**src/rtl/video_pkg.sv**
```systemverilog
// Shared timing presets, sync bundle and helpers
// for the parametrised video timing generator.
package video_pkg;

  typedef struct packed {
    int h_active;
    int h_fp;
    int h_sync;
    int h_bp;
    int v_active;
    int v_fp;
    int v_sync;
    int v_bp;
  } timing_t;

  localparam timing_t TIMING_720P60 =
    '{1280, 110, 40, 220, 720, 5, 5, 20};

  localparam timing_t TIMING_480P60 =
    '{640, 16, 96, 48, 480, 10, 2, 33};

  typedef struct packed {
    logic de;
    logic hsync;
    logic vsync;
    logic line_start;
    logic frame_start;
  } sync_t;

  function automatic int span_total(
    int active, int fp, int sync, int bp
  );
    return active + fp + sync + bp;
  endfunction

  function automatic logic sync_idle(bit pol);
    return ~pol;
  endfunction

endpackage

```
**src/rtl/video_timing_gen_if.sv**
```systemverilog
// Raster output bundle of the video timing generator
// plus its run enable.
interface video_timing_gen_if #(
  parameter int COORD_W = 16
);

  logic               en;
  logic               pix_ce;
  logic [COORD_W-1:0] x;
  logic [COORD_W-1:0] y;
  logic               de;
  logic               hsync;
  logic               vsync;
  logic               line_start;
  logic               frame_start;
  logic [7:0]         frame_count;

  modport master (
    input  en,
    output pix_ce, x, y, de,
    output hsync, vsync,
    output line_start, frame_start,
    output frame_count
  );

  modport slave (
    output en,
    input  pix_ce, x, y, de,
    input  hsync, vsync,
    input  line_start, frame_start,
    input  frame_count
  );

endinterface

```
**src/rtl/video_delay_line.sv**
```systemverilog
// Fixed-depth shift register with synchronous
// active-low reset to a chosen idle value.
module video_delay_line #(
  parameter int               DEPTH   = 1,
  parameter int               WIDTH   = 1,
  parameter logic [WIDTH-1:0] RST_VAL = '0
) (
  input  logic             clk,
  input  logic             reset_n,
  input  logic [WIDTH-1:0] d,
  output logic [WIDTH-1:0] q
);

  if (DEPTH == 0) begin : g_wire
    logic unused;
    assign unused = clk ^ reset_n;
    assign q = d;
  end else begin : g_pipe
    logic [WIDTH-1:0] pipe [DEPTH];

    always_ff @(posedge clk) begin
      if (!reset_n) begin
        for (int i = 0; i < DEPTH; i++)
          pipe[i] <= RST_VAL;
      end else begin
        pipe[0] <= d;
        for (int i = 1; i < DEPTH; i++)
          pipe[i] <= pipe[i-1];
      end
    end

    assign q = pipe[DEPTH-1];
  end

endmodule

```
**src/rtl/video_timing_gen.sv**
```systemverilog
// VESA-style raster timing from one fast clock with
// an internal pixel enable and aligned sync outputs.
module video_timing_gen
  import video_pkg::*;
#(
  parameter int H_ACTIVE   = TIMING_720P60.h_active,
  parameter int H_FP       = TIMING_720P60.h_fp,
  parameter int H_SYNC     = TIMING_720P60.h_sync,
  parameter int H_BP       = TIMING_720P60.h_bp,
  parameter int V_ACTIVE   = TIMING_720P60.v_active,
  parameter int V_FP       = TIMING_720P60.v_fp,
  parameter int V_SYNC     = TIMING_720P60.v_sync,
  parameter int V_BP       = TIMING_720P60.v_bp,
  parameter bit HS_POL     = 1'b1,
  parameter bit VS_POL     = 1'b1,
  parameter int CLK_DIV    = 2,
  parameter int PIPE_DELAY = 0,
  parameter int COORD_W    = 16
) (
  input logic                clk,
  input logic                reset_n,
  video_timing_gen_if.master vif
);

  localparam int H_TOTAL =
    span_total(H_ACTIVE, H_FP, H_SYNC, H_BP);
  localparam int V_TOTAL =
    span_total(V_ACTIVE, V_FP, V_SYNC, V_BP);

  localparam logic [2:0] DIV_LAST = 3'(CLK_DIV - 1);

  localparam logic [COORD_W-1:0] ONE = 1;
  localparam logic [COORD_W-1:0] H_LAST =
    COORD_W'(H_TOTAL - 1);
  localparam logic [COORD_W-1:0] V_LAST =
    COORD_W'(V_TOTAL - 1);
  localparam logic [COORD_W-1:0] HA =
    COORD_W'(H_ACTIVE);
  localparam logic [COORD_W-1:0] VA =
    COORD_W'(V_ACTIVE);
  localparam logic [COORD_W-1:0] HS_ON =
    COORD_W'(H_ACTIVE + H_FP);
  localparam logic [COORD_W-1:0] HS_OFF =
    COORD_W'(H_ACTIVE + H_FP + H_SYNC);
  localparam logic [COORD_W-1:0] VS_ON =
    COORD_W'(V_ACTIVE + V_FP);
  localparam logic [COORD_W-1:0] VS_OFF =
    COORD_W'(V_ACTIVE + V_FP + V_SYNC);

  localparam sync_t IDLE = '{
    de:          1'b0,
    hsync:       sync_idle(HS_POL),
    vsync:       sync_idle(VS_POL),
    line_start:  1'b0,
    frame_start: 1'b0
  };

  logic [2:0]         div;
  logic               pix_ce;
  logic [COORD_W-1:0] h;
  logic [COORD_W-1:0] v;
  logic [7:0]         fcnt;
  logic               h_end;
  logic               v_end;
  sync_t              s0_next;
  sync_t              s0;
  sync_t              sd;

  assign h_end = (h == H_LAST);
  assign v_end = (v == V_LAST);

  // divider free-runs so pix_ce phase survives en
  always_ff @(posedge clk) begin
    if (!reset_n) begin
      div    <= '0;
      pix_ce <= 1'b0;
    end else begin
      pix_ce <= (div == DIV_LAST);
      div    <= (div == DIV_LAST) ? '0 : div + 3'd1;
    end
  end

  always_ff @(posedge clk) begin
    if (!reset_n) begin
      h    <= '0;
      v    <= '0;
      fcnt <= '0;
    end else begin
      if (pix_ce && h_end && v_end)
        fcnt <= fcnt + 8'd1;
      if (!vif.en) begin
        h <= '0;
        v <= '0;
      end else if (pix_ce) begin
        h <= h_end ? '0 : h + ONE;
        if (h_end)
          v <= v_end ? '0 : v + ONE;
      end
    end
  end

  always_comb begin
    s0_next = IDLE;
    if (vif.en) begin
      s0_next.de = (h < HA) && (v < VA);
      if (h >= HS_ON && h < HS_OFF)
        s0_next.hsync = HS_POL;
      if (v >= VS_ON && v < VS_OFF)
        s0_next.vsync = VS_POL;
      s0_next.line_start = pix_ce && (h == '0);
      s0_next.frame_start =
        pix_ce && (h == '0) && (v == '0);
    end
  end

  always_ff @(posedge clk) begin
    if (!reset_n)
      s0 <= IDLE;
    else
      s0 <= s0_next;
  end

  video_delay_line #(
    .DEPTH   (PIPE_DELAY),
    .WIDTH   ($bits(sync_t)),
    .RST_VAL (IDLE)
  ) u_dly (
    .clk     (clk),
    .reset_n (reset_n),
    .d       (s0),
    .q       (sd)
  );

  assign vif.pix_ce      = pix_ce;
  assign vif.x           = h;
  assign vif.y           = v;
  assign vif.frame_count = fcnt;
  assign vif.de          = sd.de;
  assign vif.hsync       = sd.hsync;
  assign vif.vsync       = sd.vsync;
  assign vif.line_start  = sd.line_start;
  assign vif.frame_start = sd.frame_start;

endmodule

```
**src/flat_wrapper.sv**
```systemverilog
// flat-port wrapper written by rule: the top's interface ports become plain ports
module video_timing_gen_flat import video_pkg::*;
#(
  parameter int H_ACTIVE   = TIMING_720P60.h_active,
  parameter int H_FP       = TIMING_720P60.h_fp,
  parameter int H_SYNC     = TIMING_720P60.h_sync,
  parameter int H_BP       = TIMING_720P60.h_bp,
  parameter int V_ACTIVE   = TIMING_720P60.v_active,
  parameter int V_FP       = TIMING_720P60.v_fp,
  parameter int V_SYNC     = TIMING_720P60.v_sync,
  parameter int V_BP       = TIMING_720P60.v_bp,
  parameter bit HS_POL     = 1'b1,
  parameter bit VS_POL     = 1'b1,
  parameter int CLK_DIV    = 2,
  parameter int PIPE_DELAY = 0,
  parameter int COORD_W    = 16
)
  (clk, reset_n, vif_en, vif_pix_ce, vif_x, vif_y, vif_de, vif_hsync, vif_vsync, vif_line_start, vif_frame_start, vif_frame_count);
  video_timing_gen_if #(.COORD_W(COORD_W)) vif_i ();
  input logic clk;
  input logic reset_n;
  input wire logic [$bits(vif_i.en)-1:0] vif_en;
  output wire logic [$bits(vif_i.pix_ce)-1:0] vif_pix_ce;
  output wire logic [$bits(vif_i.x)-1:0] vif_x;
  output wire logic [$bits(vif_i.y)-1:0] vif_y;
  output wire logic [$bits(vif_i.de)-1:0] vif_de;
  output wire logic [$bits(vif_i.hsync)-1:0] vif_hsync;
  output wire logic [$bits(vif_i.vsync)-1:0] vif_vsync;
  output wire logic [$bits(vif_i.line_start)-1:0] vif_line_start;
  output wire logic [$bits(vif_i.frame_start)-1:0] vif_frame_start;
  output wire logic [$bits(vif_i.frame_count)-1:0] vif_frame_count;
  assign vif_i.en = vif_en;
  assign vif_pix_ce = vif_i.pix_ce;
  assign vif_x = vif_i.x;
  assign vif_y = vif_i.y;
  assign vif_de = vif_i.de;
  assign vif_hsync = vif_i.hsync;
  assign vif_vsync = vif_i.vsync;
  assign vif_line_start = vif_i.line_start;
  assign vif_frame_start = vif_i.frame_start;
  assign vif_frame_count = vif_i.frame_count;
  video_timing_gen #(.H_ACTIVE(H_ACTIVE), .H_FP(H_FP), .H_SYNC(H_SYNC), .H_BP(H_BP), .V_ACTIVE(V_ACTIVE), .V_FP(V_FP), .V_SYNC(V_SYNC), .V_BP(V_BP), .HS_POL(HS_POL), .VS_POL(VS_POL), .CLK_DIV(CLK_DIV), .PIPE_DELAY(PIPE_DELAY), .COORD_W(COORD_W)) u_core (.clk(clk), .reset_n(reset_n), .vif(vif_i));
endmodule
```
**config.mk**
```make
export PLATFORM = sky130hd
export DESIGN_NAME = video_timing_gen_flat
export DESIGN_NICKNAME = d
export VERILOG_FILES = /design/src/rtl/video_pkg.sv /design/src/rtl/video_timing_gen_if.sv /design/src/rtl/video_delay_line.sv /design/src/rtl/video_timing_gen.sv /design/src/flat_wrapper.sv
export SDC_FILE = /design/constraint.sdc
export NUM_CORES = 1
export LEC_CHECK = 0
export ABC_AREA = 0
export CAP_MARGIN = 20
export CORE_MARGIN = 3
export CORE_UTILIZATION = 53
export DETAILED_ROUTE_END_ITERATION = 16
export GPL_ROUTABILITY_DRIVEN = 0
export PLACE_DENSITY = 0.8
export SLEW_MARGIN = 20
export SYNTH_ARGS = -nofsm -noshare
export SYNTH_HDL_FRONTEND = slang
export SYNTH_SLANG_ARGS = --single-unit
```
**constraint.sdc**
```tcl
create_clock -name clk -period 2.91 [get_ports clk]
set_clock_uncertainty 0.05 [all_clocks]
set_input_delay 0.291 -clock clk [delete_from_list [all_inputs] [get_ports clk]]
set_output_delay 0.291 -clock clk [all_outputs]
set_load 0.005 [all_outputs]
```
Word-level counts from Yosys, hierarchy flattened
Index checks and enable logic that the tools add are counted.
{"block": "classes", "mux": 4, "bitwise_logic": 1, "n_lt_le_gt_ge": 6, "n_eq_ne": 3, "n_reduce_logical": 12, "add_sub_neg": 4}
{"cell": "16-bit by 1-bit adder with 16-bit output, second input constant", "count": 2}
{"cell": "16-bit zero test", "count": 2}
{"cell": "16-bit by 10-bit less-than comparator with 1-bit output, second input constant", "count": 2}
{"cell": "16-bit by 11-bit less-than comparator with 1-bit output, second input constant", "count": 2}
{"cell": "16-bit two-way mux", "count": 2}
{"cell": "16-bit by 10-bit == test with 1-bit output, second input constant", "count": 1}
{"cell": "16-bit by 11-bit == test with 1-bit output, second input constant", "count": 1}
{"cell": "16-bit by 10-bit greater-or-equal comparator with 1-bit output, second input constant", "count": 1}
{"cell": "16-bit by 11-bit greater-or-equal comparator with 1-bit output, second input constant", "count": 1}
{"cell": "8-bit by 1-bit adder with 8-bit output, second input constant", "count": 1}
{"cell": "1-bit logical AND", "count": 7}
{"cell": "2-bit AND reduction", "count": 2}
{"cell": "3-bit by 1-bit adder with 3-bit output, second input constant", "count": 1}
{"cell": "3-bit by 1-bit == test with 1-bit output, second input constant", "count": 1}
{"cell": "1-bit two-way mux", "count": 2}
{"cell": "2-bit OR reduction", "count": 1}
{"cell": "1-bit NOT", "count": 1}
{"block": "word_totals", "wordCells": 40, "out_inout_bits": 46, "ff_bits": 49, "in_bits": 3}

Depth between registers and ports, before layout
Gate-level depths: netlist (run 1).
{"block": "depth", "depth_word": 3, "ltp_mapped": 8, "depth_no_buf": 6}

By module
From an unflattened synthesis (run 1), not the netlist that was laid out.
{"block": "unflattened", "cells_unflattened": 326, "hier_area_um2": 2707.6}
{"module": "video_timing_gen", "seq_area_each_um2": 980.9, "n_inst": 1, "area_each_um2": 2670.1, "cells_each": 321}
{"module": "video_delay_line", "seq_area_each_um2": 0.0, "n_inst": 1, "area_each_um2": 37.5, "cells_each": 5}

Worst setup path after synthesis (run 1)
No wires, ideal clock.
{"block": "synth_timing", "kind": "register -> register", "startpoint": "reg u_core.h[11], in the netlist u_core.vif.x[11]", "endpoint": "reg u_core.fcnt[3], in the netlist u_core.vif.frame_count[3]", "required_ns": 2.788, "n_path_buf": 2, "stages_incl_launch_ff": 7, "setup_time_ns": 0.072, "arrival_ns": 2.097, "period_less_slack_ns": 2.218, "setup_slack_ns": 0.692, "path_cell_list": "dfxtp_1 > or4_4 > or4_4 > buf_6 > buf_6 > nor4_2 > mux2i_1"}
{"block": "synth_via", "elab_chain_len": 3}
{"item": "start: declaration", "line": "video_timing_gen.sv:60", "text": "logic [COORD_W-1:0] h;"}
{"item": "start signal: assignment", "line": "video_timing_gen.sv:95", "text": "h <= h_end ? '0 : h + ONE;"}
{"item": "16-bit by 11-bit == test with 1-bit output", "line": "video_timing_gen.sv:69", "text": "assign h_end = (h == H_LAST);"}
{"item": "1-bit logical AND (2 in a row)", "line": "video_timing_gen.sv:89", "text": "if (pix_ce && h_end && v_end)"}
{"item": "end signal: assignment", "line": "video_timing_gen.sv:90", "text": "fcnt <= fcnt + 8'd1;"}
{"item": "end: declaration", "line": "video_timing_gen.sv:62", "text": "logic [7:0] fcnt;"}
No other way between the ends.
A chain may end at the register's enable or synchronous reset.

Final worst setup path (run 1)
{"block": "layout_timing", "startpoint": "reg u_core.h[11], in the netlist u_core.vif.x[11]", "endpoint": "reg u_core.v[11], in the netlist u_core.vif.y[11]"}
{"block": "layout_via", "elab_chain_len": 2}
{"item": "16-bit by 11-bit == test with 1-bit output", "line": "video_timing_gen.sv:69"}
{"item": "2-bit AND reduction (no source line)"}
{"item": "end signal: assignment", "line": "video_timing_gen.sv:97", "text": "v <= v_end ? '0 : v + ONE;"}
{"item": "end: declaration", "line": "video_timing_gen.sv:61", "text": "logic [COORD_W-1:0] v;"}
No other way between the ends.

==> impl_metrics.ini, run 1 <==
[critical_path]
critPathCaptureType = flip-flop
cpMostUsedCell = or4_4
cp_slowest_cell = or4_4
max_stage_delay_ps = 710
crit_path_start_kind = flip-flop
crit_chain = or4_4 -> or4_4 -> or4b_1 -> o21ai_0
critPathArrivalTime_ps = 2600
required_ps = 3090
path_max_fanout = 27
criticalPathCategory = flip-flop to flip-flop

[cts]
numCtsBuffers = 5
cts_resized = 0
clockRootBuffer = clkbuf_8
cts_tree = built
htreeDepth = 2
clock-sinks = 49
postCtsSetupBuffers = 0
clkTransAtPathRegs_ps = 90
insertion_delay_ps = 310
clk_path_buf_depth = 2
postCtsHoldBufs = 0

[synthesis]
yosysSeqAreaShare_pct = 35.8
synth_top_family_by_area = simple AND/OR/NAND/NOR gates
synthXorXnorAreaFrac_pct = 4.15
ys_ff_latch = 49
synth_simple_gate_area_share_pct = 34.9
netlist_area_um2 = 2740
async_flop_share_pct = 0
synth_area_leader_cell = dfxtp_1
synthMuxAreaShare_pct = 4.38
synthAdderAreaFrac_pct = 5.02
synth_cell_types = 43
synthFlopType = dfxtp_1
synthTopCellsByArea = dfxtp_1 (36%), nand2_1 (5.3%), ha_1 (5.0%)
synth_compound_area_share_pct = 10.4
syn-num-nets = 345
yosys_warnings = 0
synth_edf_count = 0
postSynthCellCount = 331
synth_top_cell_area_share_pct = 35.8
avgSynthCellArea_um2 = 8.29

[placed_design]
dp_cells = 430
dp_hpwl_mm = 4.72
placement.io_buffers = 48
dpl-instance-area_um2 = 3260

[sta]
hold_viol = 0
period_share_pct = 83.3
setup_viol = 0
finalWorstPathRequiredPeriod_ps = 2420
rsz0062_at_grt = no
worstMarginPinSlew_ps = 565
maxSlewHeadroom_pct = 61.3
setup_tns_ps = 0
fmax_ghz = 0.413
finalMaxSlewViolations = 0

[power]
p_leak_nw = 1.04
vdd_drop_max_mv = 0.365
power_per_cell_area_nw_per_um2 = 347
power.total_mw = 1.16

[routing]
antenna_left = 0
drt-vias-per-instance = 5.93
drc = 0
vias = 2599
routed_wl_mm = 6.65
drt_iter0_drc = 234
avgRoutedWirePerCell_um = 15.2
drt_first_pass_iters = 4

[floorplan]
die-area_um2 = 6070
core_um2 = 4850
die_h_um = 77.9
ios = 49
rows = 25
die_w_um = 77.9
start_util_pct = 56.6

[final_layout]
fin_area_um2 = 3350
instances_no_fill = 438
synthToLayoutAreaGrowth_pct = 22.0
mostFrequentLayoutCell = dfxtp_1
drive_above_1_share_pct = 6.47
diodes = 0
fillCellCount = 419
layout_common_cells = dfxtp_1 (49), clkdlybuf4s50_1 (48), nand2_1 (39)
nNetsFinal = 384

[global_routing]
grtUsageTotal_pct = 22.7
grt_pass1_wl_mm = 11.4
grt_pass1_vias = 2423
grt_max_degree = 28
gr-total-overflow = 0
antenna_found_initial = 0

[job]
max-cap-violations = 0

[status]
status = finished clean

[worst_hold_path]
hp-class = flip-flop to flip-flop
[synthesized netlist by cell type (2+ instances only)]
cell       count
o21ai_0        7
o2bb2ai_1      2
o22ai_1        5
and4_1         9
a211o_1        2
a211oi_1      10
xor2_1         6
nor4b_1        2
nand3b_1       2
nor4_1        10
or3_1          8
mux2i_1       12
nor3_1         9
inv_1         10
buf_6          2
and2_1         3
clkbuf_1      22
o211ai_1       5
nor2_1        28
or4_4          2
nor3b_1        3
nor2b_1        2
dfxtp_1       49
nand2_1       39
a21oi_1        5
nand4_1       19
xnor2_1        7
nand2b_1       7
and3_1         5
nand3_1       12
nor4_2         5
ha_1          11
[cell families (layout without fill, tap and decap cells)]
family                   Yosys count  count (layout)
AO/OA/AOI/OAI                     41              41
XOR/XNOR                          13              13
adder cells (fa/ha/maj)           11              11
buffers and inverters             35              75
flip-flops                        49              49
multiplexers                      12              12
AND/OR/NAND/NOR                  170             170
[cell type report]
cell class | instances | area [µm²] | share of cell area (%)
Multi-Input combinational cell | 247 | 1610 | 48.2
Sequential cell | 49 | 981 | 29.3
Timing Repair Buffer | 57 | 548 | 16.4
Tap cell | 67 | 83.8 | 2.50
Clock buffer | 6 | 72.6 | 2.17
Inverter | 10 | 37.5 | 1.12
Clock inverter | 2 | 10.0 | 0.299
[metal layers]
layer / GRT usage [%] / up-vias / wire length (µm)
met5: 0 / - / 0
met4: 6.29 / 0 / 83
met3: 4.06 / 8 / 369
met2: 37.1 / 91 / 3150
met1: 30.6 / 1218 / 3040
li1: - / 1282 / -
[critical path, delay by kind of cell (launching register included)]
family	cells	cell delay, ps
AND/OR/NAND/NOR	3	1840
flip-flops	1	360
AO/OA/AOI/OAI	1	90
[flip-flops by register name (all words and copies together), names as in the netlist]
register	cells
u_core.vif.y	16
u_core.vif.pix_ce	1
u_core.vif.x	16
u_core.vif.frame_count	8
u_core.div	3
u_core.s0	5
[power breakdown]
| part | switching (mW) | internal, mW |
|---|---|---|
| clock | 0.227 | 0.167 |
| combinational | 0.0462 | 0.0319 |
| sequential | 0.00893 | 0.679 |
| total | 0.282 | 0.878 |
[stage by stage]
| stage | worst slack [ps] | util (%) | hold slack [ps] |
|---|---|---|---|
| floorplan | 692 | - | 371 |
| global placement | 582 | 67.3 | 384 |
| detailed placement | 531 | 67.3 | 395 |
| CTS | 511 | 69.0 | 409 |
| global route | 390 | 69.0 | 432 |
| finish | 487 | 69.0 | 406 |
[worst paths after layout]
kind	from	endpoint	slack [ps]	cells past startpoint
setup / recovery	u_core.vif.x[11]	u_core.vif.y[11]	490	4
hold / removal	u_core.div[2]	u_core.vif.pix_ce	410	1
setup reg to reg	u_core.vif.x[11]	u_core.vif.y[11]	490	4
hold reg to reg	u_core.div[2]	u_core.vif.pix_ce	410	1
No activity file was read; power rests on OpenSTA's default activity.
==> run 2, diff against run 1 <==
CORE_UTILIZATION = 48   (was 53)
PLACE_DENSITY = 0.77   (was 0.8)
clock period = 2.1 ns   (was 2.91 ns; I/O delays follow)
==> run 2 against run 1 <==
  * The flow now finishes with violations (setup timing)
  * Register-to-register slack lost 530 ps
  * Maximum frequency up 13%
  * Critical path depth unchanged
  * Sequential share of layout area shrank 4.0 points
  * Global-route usage is 1.4 points higher
  * Clock power rose by 77%
  * Critical endpoint is now u_core.vif.y[14]
  * Largest power group unchanged
  * Highest routed layer unchanged
==> impl_metrics.ini, run 2 (same netlist as run 1, synthesis figures left out) <==
[status]
status = finished, violations left
violations = setup timing

[routing]
drt_first_pass_iters = 5
drc = 0
dr_wl_met2_mm = 3.84
routed_wl_mm = 8.17
drt_iter0_drc = 406
antenna_left = 0
m1WireLength_mm = 3.38
avgRoutedWirePerCell_um = 16.9
dr_wl_met3_um = 660
topRoutingLayerUsed = met4
drt-vias-per-instance = 6.04
vias = 2910

[critical_path]
critPathCaptureType = flip-flop
required_ps = 2300
cp_slowest_cell = or4_4
cpMostUsedCell = or4_4
max_stage_delay_ps = 550
criticalPathCategory = flip-flop to flip-flop
crit_chain = or4_4 -> or4_4 -> nor4_1 -> mux2i_1
reg2reg_depth = 4
critPathArrivalTime_ps = 2350
timing.rr.start = u_core.vif.x[14]
crit_path_start_kind = flip-flop
path_max_fanout = 6
crit_family = simple AND/OR/NAND/NOR gates
critPathBufInv = 0
timing.rr.end = u_core.vif.y[14]
r2r_slack_ps = -50

[placed_design]
dp_cells = 467
placement.io_buffers = 48
dp_hpwl_mm = 5.30

[global_routing]
grtUsageTotal_pct = 24.1
grt_max_degree = 20
grt_pass1_vias = 2654
gr-total-overflow = 0
antenna_found_initial = 0
grt_pass1_wl_mm = 12.7

[power]
internal_power_mw = 1.35
p_sw_mw = 0.437
p_leak_nw = 1.39
switching_share_pct = 24.4
vdd_drop_max_mv = 0.510
p_seq_share_pct = 53.3
power_frac_comb_pct = 7.7
power_per_cell_area_nw_per_um2 = 461
pwr-share-clk_pct = 39.0

[final_layout]
layout_common_cells = clkdlybuf4s50_1 (48), dfxtp_1 (47), buf_4 (42)
instances_no_fill = 482
post-route-util_pct = 73.2
synthToLayoutAreaGrowth_pct = 41.5
nNetsFinal = 425
mostFrequentLayoutCell = clkdlybuf4s50_1
diodes = 0
drive_above_1_share_pct = 19.7

[sta]
setup_slack_ps = -47.0
maxSlewHeadroom_pct = 72.2
finalWorstPathRequiredPeriod_ps = 2150
hold_viol = 0
finalMaxSlewViolations = 0
rsz0062_at_grt = yes
worstMarginPinSlew_ps = 414
setup_viol = 5
period_share_pct = 102
fmax_ghz = 0.466

[worst_hold_path]
whs_endpoint = u_core.div[0]
min_from = u_core.div[0]
hold_depth = 1
hp-class = flip-flop to flip-flop

[cts]
clock-sinks = 49
htreeDepth = 2
numCtsBuffers = 5
insertion_delay_ps = 310
clk_path_buf_depth = 2
clkTransAtPathRegs_ps = 90
postCtsHoldBufs = 0
cts_tree = built
clockRootBuffer = clkbuf_8

[floorplan]
ios = 49
die_h_um = 81.6
die_w_um = 81.6
die-area_um2 = 6660
start_util_pct = 51.7
rows = 26
core_um2 = 5300

[job]
max-cap-violations = 0
run 2: worst max path at each step:
stage	start	endpoint	slack [ps]	cells past startpoint
6_report	u_core.vif.x[14]	u_core.vif.y[14]	-50	4
5_1_grt	u_core.vif.x[14]	u_core.vif.y[14]	-90	4
4_1_cts	u_core.vif.x[14]	u_core.vif.frame_count[7]	-40	5
3_5_place_dp	u_core.vif.x[14]	u_core.vif.frame_count[7]	-60	5
3_3_place_gp	u_core.vif.x[14]	u_core.vif.y[14]	-20	4
2_1_floorplan	u_core.vif.x[14]	u_core.vif.y[7]	6	5
run 2: power by group through the flow:
stage / logic [mW] / clock network (mW) / registers (mW)
after global placement: 0.123 / 0 / 0.974
final: 0.138 / 0.698 / 0.953
after CTS: 0.128 / 0.701 / 0.953
after floorplan: 0.0757 / 0 / 0.971
after global routing: 0.150 / 0.746 / 0.956
after detailed placement: 0.127 / 0 / 0.975
run 2: stage by stage:
stage / total power, mW / setup TNS, ps / cell area, µm² / hold WS, ps / worst slack, ps
floorplan: 1.05 / 0 / 2800 / 371 / 6.34
global placement: 1.10 / -43.4 / 3600 / 383 / -16.9
detailed placement: 1.10 / -240 / 3600 / 395 / -57.3
CTS: 1.78 / -165 / 3740 / 418 / -37.4
global route: 1.85 / -866 / 3880 / 440 / -91.9
finish: 1.79 / -70.2 / 3880 / 414 / -47.0
run 2: area by class of cell:
cell class	count	area [µm²]
Clock buffer	5	68.8
Clock inverter	3	46.3
Fill cell	389	1420
Inverter	10	37.5
Multi-Input combinational cell	248	1770
Sequential cell	49	983
Tap cell	70	87.6
Timing Repair Buffer	97	886
run 2: routing by layer:
| metal | track usage [%] | vias to the layer above |
|---|---|---|
| li1 | - | 1363 |
| met1 | 32.1 | 1364 |
| met4 | 8.97 | 0 |
| met2 | 38.2 | 149 |
| met3 | 5.26 | 34 |
| met5 | 0 | - |
run 2: what timing repair did:
action / in CTS / in global routing
pin swaps: 0 / 7
setup buffers: 3 / 2
gates resized for setup: 0 / 23
cloned: 0 / 2
endpoints found under the setup margin: 12 / 38
